<file path="config.mk">
export PLATFORM = sky130hd
export DESIGN_NAME = dca_matrix_rrow_assembler
export DESIGN_NICKNAME = d
export VERILOG_FILES = /design/src/rtl/dca_matrix_rrow_assembler.sv
export SDC_FILE = /design/constraint.sdc
export NUM_CORES = 1
export LEC_CHECK = 0
export BUFFER_PORTS_ARGS = -buffer_cell sky130_fd_sc_hd__buf_2
export CAP_MARGIN = 10
export CORE_ASPECT_RATIO = 1.2
export CORE_MARGIN = 4
export CORE_UTILIZATION = 53
export CTS_CLUSTER_DIAMETER = 40
export DETAILED_ROUTE_END_ITERATION = 10
export PLACE_DENSITY = 0.76
export SYNTH_ARGS = -nofsm -noshare
export SYNTH_HDL_FRONTEND = slang
export SYNTH_SLANG_ARGS = --single-unit
</file>
<file path="constraint.sdc">
create_clock -name clk -period 10.8 [get_ports clk]
set_input_delay 2.16 -clock clk [delete_from_list [all_inputs] [get_ports clk]]
set_output_delay 2.16 -clock clk [all_outputs]
set_load 0.01 [all_outputs]
</file>
<file path="src/rtl/dca_matrix_rrow_assembler.sv">
// Read-row assembler: queues descriptors, collects R beats into full rows, emits rows in order.
// Optional DCA_RROW_ASSEMBLER_ERROR_EN: rlast/rresp-driven row termination and error checking.
module dca_matrix_rrow_assembler #(
    parameter int unsigned BW_AXI_DATA      = 32,
    parameter int unsigned MAX_NUM_AXI_DATA = 4,
    parameter int unsigned BW_BITADDR       = 32,
    parameter int unsigned NUM_ENTRY        = 2,
    localparam int unsigned BW_ROW          = BW_AXI_DATA * MAX_NUM_AXI_DATA,
    localparam int unsigned BW_TXN_INFO     = 2 + 8 + BW_BITADDR
) (
    input  logic                   clk,
    input  logic                   rst,
    input  logic                   enable,
    input  logic                   txn_valid,
    input  logic [BW_TXN_INFO-1:0] txn_info,
    output logic                   txn_ready,
    input  logic                   rvalid,
    input  logic                   rlast,
    input  logic [1:0]             rresp,
    input  logic [BW_AXI_DATA-1:0] rdata,
    output logic                   rready,
    output logic                   row_valid,
    input  logic                   row_ready,
    output logic [BW_ROW-1:0]      row_data,
    output logic [BW_TXN_INFO-1:0] row_info,
    output logic                   row_error
);

    localparam int unsigned PtrW = (NUM_ENTRY > 1) ? $clog2(NUM_ENTRY) : 1;
    localparam int unsigned CntW = $clog2(NUM_ENTRY + 1);

    typedef enum logic [1:0] {StIdle, StCollect, StDrain} state_e;

    function automatic logic [PtrW-1:0] ptr_inc(input logic [PtrW-1:0] p);
        return (p == PtrW'(NUM_ENTRY - 1)) ? '0 : p + 1'b1;
    endfunction

    state_e            state_q;
    logic [BW_ROW-1:0] asm_q;
    logic [7:0]        beat_cnt_q;
    logic              err_q;

    logic [BW_TXN_INFO-1:0] desc_mem [NUM_ENTRY];
    logic [PtrW-1:0]        desc_wr_q, desc_rd_q;
    logic [CntW-1:0]        desc_cnt_q;

    logic [BW_ROW-1:0]      row_mem  [NUM_ENTRY];
    logic [BW_TXN_INFO-1:0] info_mem [NUM_ENTRY];
    logic [PtrW-1:0]        out_wr_q, out_rd_q;
    logic [CntW-1:0]        out_cnt_q;

    logic                   active;
    logic                   desc_empty, desc_full, out_empty, out_full;
    logic [BW_TXN_INFO-1:0] head_info;
    logic                   head_skip;
    logic [7:0]             head_alen;
    logic                   at_alen, at_end;
    logic                   collect_close, collect_err, drain_close, overflow;
    logic                   txn_push, beat, idle_go, row_pop;
    logic                   push_skip, push_collect, push_drain, row_push;
    logic [BW_ROW-1:0]      asm_merged, push_data;
    logic                   push_err;

    assign active     = enable & ~rst;
    assign desc_empty = (desc_cnt_q == '0);
    assign desc_full  = (desc_cnt_q == CntW'(NUM_ENTRY));
    assign out_empty  = (out_cnt_q == '0);
    assign out_full   = (out_cnt_q == CntW'(NUM_ENTRY));

    assign head_info = desc_mem[desc_rd_q];
    assign head_skip = head_info[BW_TXN_INFO-1];
    assign head_alen = head_info[BW_BITADDR +: 8];

    assign txn_ready = active & ~desc_full;
    assign rready    = active & (state_q != StIdle);
    assign row_valid = active & ~out_empty;

    assign txn_push = txn_valid & txn_ready;
    assign beat     = rvalid & rready;
    assign row_pop  = row_valid & row_ready;
    // Output space is reserved here, so a later row push can never be blocked.
    assign idle_go  = active & (state_q == StIdle) & ~desc_empty & ~out_full;

    // beat_cnt_q is the index of the beat currently on the bus within this row.
    assign at_alen = (beat_cnt_q == head_alen);
    assign at_end  = (beat_cnt_q == 8'(MAX_NUM_AXI_DATA - 1));

`ifdef DCA_RROW_ASSEMBLER_ERROR_EN
    assign collect_close = rlast;
    assign collect_err   = (rresp != 2'b00) | (rlast ^ at_alen) | (at_end & ~rlast);
    assign drain_close   = rlast;
`else
    assign collect_close = at_alen;
    assign collect_err   = at_end & ~at_alen;
    assign drain_close   = at_alen;
    logic unused_rsig;
    assign unused_rsig = ^{rlast, rresp};
`endif
    assign overflow = at_end & ~collect_close;

    always_comb begin
        asm_merged = asm_q;
        for (int k = 0; k < int'(MAX_NUM_AXI_DATA); k++) begin
            if (beat_cnt_q == 8'(k)) begin
                asm_merged[BW_AXI_DATA*k +: BW_AXI_DATA] = rdata;
            end
        end
    end

    assign push_skip    = idle_go & head_skip;
    assign push_collect = beat & (state_q == StCollect) & collect_close;
    assign push_drain   = beat & (state_q == StDrain) & drain_close;
    assign row_push     = push_skip | push_collect | push_drain;

    always_comb begin
        push_data = '0;
        push_err  = 1'b0;
        if (push_collect) begin
            push_data = asm_merged;
            push_err  = err_q | collect_err;
        end else if (push_drain) begin
            push_data = asm_q;
            push_err  = err_q;
        end
    end

    always_ff @(posedge clk) begin
        if (rst) begin
            state_q    <= StIdle;
            asm_q      <= '0;
            beat_cnt_q <= '0;
            err_q      <= 1'b0;
        end else begin
            case (state_q)
                StIdle: begin
                    if (idle_go && !head_skip) begin
                        asm_q      <= '0;
                        beat_cnt_q <= '0;
                        err_q      <= 1'b0;
                        state_q    <= StCollect;
                    end
                end
                StCollect: begin
                    if (beat) begin
                        asm_q      <= asm_merged;
                        beat_cnt_q <= beat_cnt_q + 8'd1;
                        err_q      <= err_q | collect_err;
                        if (collect_close) begin
                            state_q <= StIdle;
                        end else if (overflow) begin
                            state_q <= StDrain;
                        end
                    end
                end
                StDrain: begin
                    if (beat) begin
                        beat_cnt_q <= beat_cnt_q + 8'd1;
                        if (drain_close) begin
                            state_q <= StIdle;
                        end
                    end
                end
                default: state_q <= StIdle;
            endcase
        end
    end

    // The head descriptor retires exactly when its row enters the output FIFO.
    always_ff @(posedge clk) begin
        if (rst) begin
            desc_wr_q  <= '0;
            desc_rd_q  <= '0;
            desc_cnt_q <= '0;
            out_wr_q   <= '0;
            out_rd_q   <= '0;
            out_cnt_q  <= '0;
        end else begin
            if (txn_push) desc_wr_q <= ptr_inc(desc_wr_q);
            if (row_push) desc_rd_q <= ptr_inc(desc_rd_q);
            if (txn_push && !row_push) begin
                desc_cnt_q <= desc_cnt_q + 1'b1;
            end else if (!txn_push && row_push) begin
                desc_cnt_q <= desc_cnt_q - 1'b1;
            end
            if (row_push) out_wr_q <= ptr_inc(out_wr_q);
            if (row_pop)  out_rd_q <= ptr_inc(out_rd_q);
            if (row_push && !row_pop) begin
                out_cnt_q <= out_cnt_q + 1'b1;
            end else if (!row_push && row_pop) begin
                out_cnt_q <= out_cnt_q - 1'b1;
            end
        end
    end

    always_ff @(posedge clk) begin
        if (txn_push) begin
            desc_mem[desc_wr_q] <= txn_info;
        end
        if (row_push) begin
            row_mem[out_wr_q]  <= push_data;
            info_mem[out_wr_q] <= head_info;
        end
    end

    assign row_data = row_valid ? row_mem[out_rd_q] : '0;
    assign row_info = row_valid ? info_mem[out_rd_q] : '0;

`ifdef DCA_RROW_ASSEMBLER_ERROR_EN
    logic err_mem [NUM_ENTRY];

    always_ff @(posedge clk) begin
        if (row_push) begin
            err_mem[out_wr_q] <= push_err;
        end
    end

    assign row_error = row_valid & err_mem[out_rd_q];
`else
    logic unused_err;
    assign unused_err = push_err;
    assign row_error  = 1'b0;
`endif

endmodule

</file>
# After elaboration in Yosys (flattened, before gate mapping)
# Memory sizes are Yosys's and may differ from the RTL's. A register that Yosys moved wholly into a read port is not among the register bits.
# Index checks and enable logic that the tools add are counted.
dict set report totals {
  ff_bits 146
  ram_bits 424
  inputBits 83
  out_inout_bits 174
  word_cells 120
  mem_count 3
}
dict set report op_classes {
  n_addsub 9
  n_eq_ne 14
  n_mux 39
  bitwise_logic 24
  reduce_logical 22
}
# memory words word_bits read_ports rd_clocked_by_memory_dff write_ports line_no
set mem_list {}
lappend mem_list {row_mem 2 128 1 1 1 47} ;# logic [BW_ROW-1:0] row_mem [NUM_ENTRY];
lappend mem_list {desc_mem 2 42 1 1 1 43} ;# logic [BW_TXN_INFO-1:0] desc_mem [NUM_ENTRY];
lappend mem_list {info_mem 2 42 1 1 1 48} ;# logic [BW_TXN_INFO-1:0] info_mem [NUM_ENTRY];
# op count
set ops {}
lappend ops {{$mux W128} 5}
lappend ops {{$pmux W128 S2} 1}
lappend ops {{$mux W32} 4}
lappend ops {{$mux W42} 1}
lappend ops {{$mux W2} 10}
lappend ops {{$and A1 B1 Y1} 16}
lappend ops {{$eq A8 B2 Y1 const B} 2}
lappend ops {{$mux W8} 2}
lappend ops {{$pmux W8 S2} 1}
lappend ops {{$mux W1} 14}
lappend ops {{$reduce_bool A2 Y1} 5}
lappend ops {{$add A8 B1 Y8 const B} 1}
lappend ops {{$eq A8 B1 Y1 const B} 1}
lappend ops {{$eq A8 B8 Y1} 1}
lappend ops {{$logic_not A8 Y1} 1}
lappend ops {{$eq A2 B2 Y1 const B} 3}
lappend ops {{$logic_not A2 Y1} 3}
lappend ops {{$ne A2 B2 Y1 const B} 3}
lappend ops {{$not A1 Y1} 6}
lappend ops {{$pmux W2 S3} 1}
lappend ops {{$reduce_and A3 Y1} 2}
lappend ops {{$logic_and A1 B1 Y1} 5}
lappend ops {{$reduce_and A5 Y1} 1}
lappend ops {{$add A1 B1 Y1 const B} 4}
lappend ops {{8 further kinds} 15}

# Depth between registers and ports, before layout
dict set report depth {
  ltp_word 12
  mapped_depth 13
  mapped_depth_nobuf 10
}

# Worst setup path before layout
# Ideal clock, no wire load.
dict set report synth_path {
  kind {input to register}
  from {input rst}
  to {memory info_mem[0][0] in the netlist's numbering, enable pin}
  setup_ns 0.702
  t_arrival_ns 10.173
  required_time_ns 10.098
  setup_slack_ns -0.075
  stages 6
  n_path_buf 2
  path_cell_list {clkbuf_1 and4bb_1 nand3_2 o21a_1 buf_2 nor2_1}
}
dict set report synth_via {
  elab_chain_len 10
  word_cells_on_any_way 16
  cone_classes {mux (2); bitwise (14)}
}
# element line_no
set synth_lines {}
lappend synth_lines {{from (decl)} 12} ;# input logic rst,
lappend synth_lines {{$not A1 Y1 *} 64} ;# assign active = enable & ~rst;
lappend synth_lines {{$and A1 B1 Y1 *} 64}
lappend synth_lines {{$and A1 B1 Y1 (on tied branches)} {82, 75}}
lappend synth_lines {{$and A1 B1 Y1 (on tied branches)} {82, 79}}
lappend synth_lines {{$and A1 B1 Y1 (on tied branches)} {82, 111}}
lappend synth_lines {{$and A1 B1 Y1 (on tied branches)} {110, 111}}
lappend synth_lines {{$or A1 B1 Y1} 113} ;# assign row_push = push_skip | push_collect | push_drain;
lappend synth_lines {{$or A1 B1 Y1 *} 113}
lappend synth_lines {{$mux W1 *} 199} ;# if (row_push) begin
lappend synth_lines {{$mux W1 (not written as such) *} 201} ;# info_mem[out_wr_q] <= head_info;
lappend synth_lines {{to (decl)} 48}
# Every way passes the cells marked *; elsewhere a longest branch is shown, timed or not.

# Worst setup path in the final report
dict set report layout_path {
  from {input rst}
  to {output row_info[3]}
}
dict set report layout_via {
  elab_chain_len 4
}
# element line_no
set layout_lines {}
lappend layout_lines {{$not A1 Y1} 64}
lappend layout_lines {{$and A1 B1 Y1} 64}
lappend layout_lines {{$and A1 B1 Y1} 76} ;# assign row_valid = active & ~out_empty;
lappend layout_lines {{$mux W42} 206} ;# assign row_info = row_valid ? info_mem[out_rd_q] : '0;
lappend layout_lines {{to (decl)} 25} ;# output logic [BW_TXN_INFO-1:0] row_info,
# Every way passes these cells.

==> results.py <==
metrics = {
    "power_and_ir_drop": {
        "p_seq_frac": 0.494,
        "p_leak_nw": 8.98,
        "ir_drop_v": 0.000157,
        "internal_power_mw": 3.65,
        "p_clk_frac": 0.434,
        "p_per_area_mw_per_mm2": 177,
        "p_comb_frac": 0.072,
        "p_switching_mw": 1.16,
        "p_sw_frac": 0.242,
    },
    "layout": {
        "area_delta_synth_final_pct": 14.6,
        "fin_cells": 2685,
        "stdcell_area_mm2": 0.0272,
        "drive_gt1_frac": 0.205,
        "most-common-layout-cells": "edfxtp_1, nor2_1, buf_2, mux2i_1, dfxtp_1",
        "mostFrequentLayoutCell": "edfxtp_1",
        "finalNetCount": 2167,
        "diodes": 0,
    },
    "sta": {
        "fmax_mhz": 160,
        "period_needed_ns": 6.27,
        "finalHoldViolCount": 0,
        "finalClockSkew_ns": 0.0270,
        "tightest_slew_ns": 1.18,
        "slew_headroom": 0.215,
        "final-max-slew-violation-count": 0,
        "setup-tns-final_ns": 0,
        "setup_violations": 0,
        "min_period_over_period": 0.580,
        "rsz0062_at_grt": "no",
    },
    "global_route": {
        "met2_usage": 0.388,
        "met1_usage": 0.301,
        "grt_antenna_before_repair": 0,
        "met3_usage": 0.0636,
        "grt_remaining_overflow": 0,
        "grt_pass1_vias": 15700,
        "grt_util_all_layers": 0.234,
        "busiest_layer": "met2",
        "grt_max_degree": 171,
        "grt_pass1_wl_mm": 89.3,
    },
    "die": {
        "die_w_um": 201,
        "dieArea_mm2": 0.0482,
        "die_y_um": 240,
        "initial_core_util": 0.538,
        "coreArea_mm2": 0.0440,
        "ioPinCount": 257,
        "row_count": 84,
    },
    "clocking": {
        "cts_setup_buffers": 0,
        "path_clk_slew_ns": 0.06,
        "clockBufferDepth": 3,
        "cts_resized": 0,
        "cts_tree": "yes",
        "numCtsBuffers": 61,
        "cts-root-buf": "clkbuf_16",
        "cts.sink_count": 572,
        "postCtsHoldBufs": 0,
        "clk_latency_ns": 0.62,
        "htree_levels": 2,
    },
    "synthesis": {
        "synth.avg_cell_area_um2": 12.3,
        "yosys_most_used_dff": "edfxtp_1",
        "synthesis.nets": 2018,
        "synth_largest_area_cell": "edfxtp_1",
        "synthDominantCellAreaShare": 0.537,
        "yosys_register_bits": 572,
        "syn_inst": 1925,
        "seq_area_frac_synth": 0.662,
        "async_reset_ff_frac": 0,
        "synthTopCellsByArea": "edfxtp_1, dfxtp_1, mux2i_1",
        "synth_edf_count": 424,
        "synth_cell_types": 51,
        "syn-cell-area_mm2": 0.0237,
        "yosys_warnings": 0,
    },
    "worst_setup_path": {
        "slowest_delay_ns": 0.78,
        "worstPathArrival_ns": 4.11,
        "worstSetupEndpointType": "primary output",
        "cpMostUsedCell": "buf_4",
        "path_max_fanout": 92,
        "crit_required_ns": 8.64,
        "worst_setup_path_start_kind": "input pin",
        "worstSetupPathType": "in -> out",
        "worst_path_max_delay_cell": "buf_4",
        "path_cells": "buf_4, nor2b_1, o21ai_4, buf_4, nor2_1, buf_2",
    },
    "routing": {
        "routed_wl_mm": 58.9,
        "ant_nets": 0,
        "dr.pass1.iters": 5,
        "post_drt_via_cell_ratio": 6.05,
        "vias": 16200,
        "wl_per_cell_um": 21.9,
        "drt_iter0_markers": 1740,
        "drc": 0,
    },
    "run": {
        "max_cap_violations": 0,
    },
    "hold_path": {
        "hp-class": "reg -> reg",
    },
    "place": {
        "dpl-instance-area_mm2": 0.0251,
        "dp_hpwl_mm": 35.2,
        "dp.cells": 2568,
        "routabilityCongestion": 0.783,
        "io_buffers": 252,
    },
    "outcome": {
        "status": "complete, no violations",
    },
}
==> per-stage QoR <==
stage          setup WS (ns)   util  power (mW)  hold slack, ns
2_1_floorplan           2.81      -        2.66           0.433
3_3_place_gp            4.53  0.569        2.75           0.438
3_5_place_dp            4.50  0.569        2.76           0.458
4_1_cts                 4.51  0.616        4.84           0.467
5_1_grt                 4.40  0.617        4.96           0.492
6_report                4.53  0.617        4.81           0.462
==> per-layer routing <==
layer,vias up,share of wire
met5,-,0
met4,0,0.033
met3,129,0.099
met2,853,0.48
met1,7920,0.38
li1,7335,-
==> path summary, 6_finish.rpt <==
kind | cells after the start | start | slack, ns | end
min reg2reg | 1 | desc_rd_q | 0.46 | desc_rd_q
min | 1 | desc_rd_q | 0.46 | desc_rd_q
max reg2reg | 9 | register | 5.53 | info_mem[1][19]
max | 6 | rst | 4.53 | row_info[3]
==> cell type report <==
cell class / instances / area [µm²]
fill: 3334 / 16900
sequential: 572 / 15700
multi-input combinational: 1150 / 7150
clock buffer: 77 / 1690
timing repair buffer: 280 / 1530
tap: 559 / 699
clock inverter: 38 / 362
inverter: 9 / 33.8
==> critical path: cells and delay by family <==
family,cells,cell delay [ns]
AND/OR/NAND/NOR,2,0.36
AO/OA/AOI/OAI,1,0.10
buffers and inverters,3,1.38
==> registers in the layout, summed over array words and instances, names as in the netlist, 2 cells and up, named ones only <==
register / cells
info_mem: 84
desc_mem: 84
beat_cnt_q: 8
asm_q: 128
state_q: 2
row_mem: 256
desc_cnt_q: 2
out_cnt_q: 2
==> synth_stat cells (8+ instances only) <==
| cell | instances |
|---|---|
| nand2_1 | 141 |
| clkbuf_1 | 93 |
| inv_1 | 8 |
| buf_1 | 12 |
| mux2i_1 | 174 |
| a21oi_1 | 133 |
| nand3_1 | 132 |
| mux2_2 | 37 |
| dfxtp_1 | 148 |
| nor2_1 | 317 |
| edfxtp_1 | 424 |
| a32oi_1 | 128 |
| xor2_1 | 18 |
| ha_1 | 10 |
| buf_4 | 9 |
| buf_2 | 75 |
==> power groups by stage <==
stage	Clock, mW	Sequential, mW	Combinational, mW
6_report	2.09	2.38	0.347
5_1_grt	2.22	2.38	0.366
4_1_cts	2.12	2.38	0.337
3_5_place_dp	0	2.42	0.336
3_3_place_gp	0	2.42	0.328
2_1_floorplan	0	2.42	0.234
==> cells by family (layout without fill, tap and decap cells) <==
| kind of cell | count (synthesis) | after routing | synth area share |
|---|---|---|---|
| multiplexers | 216 | 216 | 0.0941 |
| buffers and inverters | 203 | 404 | 0.0383 |
| XOR/XNOR | 20 | 20 | 0.00739 |
| adder cells (fa/ha/maj) | 10 | 10 | 0.00528 |
| flip-flops | 572 | 572 | 0.662 |
| AO/OA/AOI/OAI | 279 | 279 | 0.0806 |
| AND/OR/NAND/NOR | 624 | 624 | 0.112 |
| other | 1 | 1 | 0.000158 |
(Power assumes the default switching activity.)
